### src/rtl/demux16_router.sv
// Registered 1-to-N word demultiplexer with per-channel valid/ready holding registers.
// Optional broadcast mode (in_bcast port) is enabled by defining DEMUX_BROADCAST_EN.
module demux16_router #(
  parameter int WIDTH = 16,
  parameter int N_OUT = 4,
  parameter int SEL_W = 2
) (
  input  logic                   clk,
  input  logic                   reset,
  input  logic [WIDTH-1:0]       in_data,
  input  logic [SEL_W-1:0]       in_sel,
  input  logic                   in_valid,
`ifdef DEMUX_BROADCAST_EN
  input  logic                   in_bcast,
`endif
  output logic                   in_ready,
  output logic [N_OUT*WIDTH-1:0] out_data,
  output logic [N_OUT-1:0]       out_valid,
  input  logic [N_OUT-1:0]       out_ready,
  output logic [15:0]            xfer_count
);

  // Handshake: a word moves on any edge where valid && ready are both high.
  // in_ready never looks at in_valid; a channel is free when empty or draining now.
  logic [N_OUT-1:0] chan_free;
  logic [N_OUT-1:0] load;
  logic             accept;

  assign chan_free = ~out_valid | out_ready;

  always_comb begin
    in_ready = chan_free[in_sel];
`ifdef DEMUX_BROADCAST_EN
    if (in_bcast) in_ready = &chan_free;
`endif
  end

  assign accept = in_valid && in_ready;

  always_comb begin
    load = '0;
    if (accept) begin
      load[in_sel] = 1'b1;
`ifdef DEMUX_BROADCAST_EN
      if (in_bcast) load = '1;
`endif
    end
  end

  always_ff @(posedge clk) begin
    if (reset) begin
      out_data   <= '0;
      out_valid  <= '0;
      xfer_count <= '0;
    end else begin
      for (int i = 0; i < N_OUT; i++) begin
        // A same-cycle load wins over delivery so the channel keeps streaming.
        if (load[i]) begin
          out_data[i*WIDTH +: WIDTH] <= in_data;
          out_valid[i]               <= 1'b1;
        end else if (out_ready[i]) begin
          out_valid[i] <= 1'b0;
        end
      end
      if (accept) xfer_count <= xfer_count + 16'd1;
    end
  end

endmodule

### config.mk
export PLATFORM = sky130hd
export DESIGN_NAME = demux16_router
export DESIGN_NICKNAME = d
export VERILOG_FILES = /design/src/rtl/demux16_router.sv
export SDC_FILE = /design/constraint.sdc
export NUM_CORES = 1
export LEC_CHECK = 0
export CORE_AREA = 2 2 66 130
export CTS_BUF_LIST = sky130_fd_sc_hd__clkbuf_8
export DETAILED_ROUTE_END_ITERATION = 10
export DIE_AREA = 0 0 68 132
export GPL_ROUTABILITY_DRIVEN = 1
export PLACE_DENSITY = 0.86
export SLEW_MARGIN = 20
export SYNTH_ARGS = -nofsm -noshare
export SYNTH_HDL_FRONTEND = slang
export SYNTH_SLANG_ARGS = --single-unit
### constraint.sdc
create_clock -name clk -period 1.6 [get_ports clk]
set_input_delay 0.16 -clock clk [delete_from_list [all_inputs] [get_ports clk]]
set_output_delay 0.16 -clock clk [all_outputs]
set_load 0.03 [all_outputs]
==> flow_summary.toml <==
[grt]
globalRoute.totalOverflow = 0
grt_pass1_vias = 3356
grt_first_pass_wirelength_um = 16300
grt_util_all_layers_pct = 23.9
antenna_found_initial = 0
largest_net_degree_at_the_start_of_global_routing = 32

[synthesis]
yosysMostFrequentCell = "nand2_1"
synth-seq-area-share_pct = 51.6
syn_avg_cell_area_um2 = 8.02
async_flop_share_pct = 0
mappedNetlistArea_um2 = 3260
netlist.top_cell.by_area = "dfxtp_1"
synth_enable_flop_cells = 0
synth_top_cell_area_share_pct = 51.6
synth_nets = 432
synth_cell_type_count = 30
synth_flop_cell = "dfxtp_1"
synthTopCellsByArea = "dfxtp_1, nand2_1, a21oi_1"
syn-instance-count = 406
most_used_standard_cells_in_the_synthesized_netlist = "nand2_1, dfxtp_1, a21oi_1"
synthesis.yosys.warnings = 0
ys_ff_latch = 84

[worst_setup_path]
crit_path_max_fanout = 11
worstSetupStartpointType = "register"
critical_path_buf_inv_count = 2
worst_path_max_delay_cell = "mux4_2"
crit_path_cells = "nor2b_4 -> mux4_2 -> buf_4 -> bufbuf_16 -> o31ai_1 -> a21oi_2"
path_delay_family = "multiplexers"
capturing_element_type_of_the_critical_path = "register"
worst-setup-path-type = "register to register"
worstPathArrival_ns = 2.21
critical_path.max_stage_delay_ns = 0.51
crit_required_ns = 1.84

[detailed_routing]
first_pass_iters = 4
avgRoutedWirePerCell_um = 16.2
detail_route.drc_violations = 0
met2_wirelength_um = 5740
wl_um = 10600
routed_via_density = 5.37
drt_iter0_drc = 344
topRoutingLayerUsed = "met4"
route.layer.met1.wl_um = 3830
antenna_violating_nets_post_route = 0
dr_wl_met3_um = 554
vias = 3503

[placement]
number_of_i_o_port_buffers = 109
dp.cells = 629
placer_congestion = 0.813
dp_hpwl_um = 7440

[timing]
clock-skew-final_ns = 0.0183
finalHoldViolations = 0
max_clock_freq_mhz = 507
setup_violations = 17
finalMaxSlewViolations = 0
timing.final.crit_period_ns = 1.97
rsz0062_at_grt = "yes"
layout_setup_ws_ns = -0.374
timing_worst_slew_pin_value_ns = 0.462
layout_worst_path_cycle_share_pct = 123
worst_slew_margin_relative_to_its_limit_pct = 69.2

[clocking]
cts_hold_buf = 0
path_clk_slew_ns = 0.08
clock_latency_ns = 0.37
cts-htree-levels = 3
cts.sinks = 84
clockBufferDepth = 2
cts_root_cell = "clkbuf_8"
cts_buffers = 9
cts_tree = "yes"

[floorplanning]
core_area_um2 = 7940
design.die.area_um2 = 8980
die_w_um = 68
rows = 46
die_height_um = 132
io_pins = 110
floorplan.initialDensity_pct = 41.0

[power]
switchingPower_uw = 1140
sequentialPowerShare_pct = 49.6
p_int_uw = 3250
power_density_nw_per_um2 = 837
power.static_leakage_uw = 0.00211
power_switching_share_pct = 26.0
power.combinational.fraction_pct = 14.2
clkPwrFrac_pct = 36.2
vdd_drop_max_mv = 0.670

[finish]
layout.core_utilization_pct = 66.1
drive_gt1_share_pct = 21.0
finalNetCount = 577
layout.area.seq_um2 = 1710
area.growth.synth_to_final_pct = 61.2
nFillCells = 626
antennaDiodeCount = 0
finish.cell_count_without_fillers = 652
multi_input_area_um2 = 1630

[run]
maxCapViolCount = 0

[run_status]
violations_in_the_final_reports = "setup timing"
run_status = "complete, but fails checks"

[min_path]
min-delay-path-class = "input port to register"
## area by class of cell
cell class	instances	area share, %
inverter	2	0.214
tap	96	2.29
clock buffer	12	3.14
multi-input combinational	293	31.1
sequential	84	32.6
timing repair buffer	161	29.7
clock inverter	4	0.905
## power groups by stage
stage	clock network [uW]	registers, uW	logic, uW
detailed placement	0	2230	601
floorplan	0	2350	172
global placement	0	2220	589
finish	1590	2180	625
global route	1700	2180	661
CTS	1620	2180	619
## cells by family (layout without fill, tap and decap cells)
logic type	after synthesis	count (layout)	synth area share, %
AO/OA/AOI/OAI	86	86	14.0
multiplexers	8	8	3.11
buffers and inverters	29	179	3.84
adder cells (fa/ha/maj)	1	1	0.384
flip-flops	84	84	51.6
AND/OR/NAND/NOR	198	198	27.1
## state kept, by name, indices dropped and copies added (netlist names)
signal and cells:
xfer_count 16, out_valid 4, out_data 64
## final timing paths
check | to | depth (start not counted) | slack (ns) | startpoint
max | xfer_count[3] | 6 | -0.37 | out_valid[3]
max reg2reg | xfer_count[3] | 6 | -0.37 | out_valid[3]
min reg2reg | out_data[12] | 2 | 0.46 | out_data[12]
min | xfer_count[3] | 2 | 0.24 | reset
## routing by layer
layer / up-vias / track usage [%]
li1: 1655 / -
met5: - / 0
met2: 144 / 42.3
met3: 33 / 5.38
met4: 0 / 12.8
met1: 1671 / 24.7
## worst register-to-register path, stage by stage, from the launching register on
cell,delay [ns]
dfxtp_4,0.35
nor2b_4,0.12
mux4_2,0.52
buf_4,0.17
bufbuf_16,0.27
o31ai_1,0.34
a21oi_2,0.09
## stage by stage
| stage | setup slack (ns) | total power, uW | TNS, ns | cell area [um^2] | hold slack, ns |
|---|---|---|---|---|---|
| detailed placement | -0.595 | 2830 | -12.98 | 4830 | 0.446 |
| CTS | -0.368 | 4410 | -4.60 | 5170 | 0.216 |
| floorplan | -0.214 | 2520 | -1.88 | 3360 | 0.296 |
| global route | -0.404 | 4540 | -5.73 | 5250 | 0.258 |
| finish | -0.374 | 4400 | -5.06 | 5250 | 0.243 |
| global placement | -0.499 | 2810 | -11.14 | 4830 | 0.441 |
## placed cells by master (no fill, tap or decap), types with 5 or more instances in the layout
cell type,count
clkdlybuf4s50_1,80
clkbuf_8,12
dlygate4sd2_1,18
dfxtp_1,70
dlymetal6s2s_1,9
dfxtp_2,8
nand4_1,5
a21oi_1,73
buf_4,45
mux2_4,5
nand3_1,9
nor2b_1,9
dfxtp_4,6
nor2_1,8
nand2_1,133
nand2b_1,5
## repair_timing
| item | 4_1_cts | 5_1_grt |
|---|---|---|
| buffers inserted | 5 | 1 |
| endpoints found under the hold margin | 0 | 0 |
| gates resized for setup | 31 | 21 |
| pin swaps | 3 | 2 |
| setup endpoints to repair | 34 | 26 |
| gates cloned | 1 | 0 |
(Power assumes the default switching activity.)
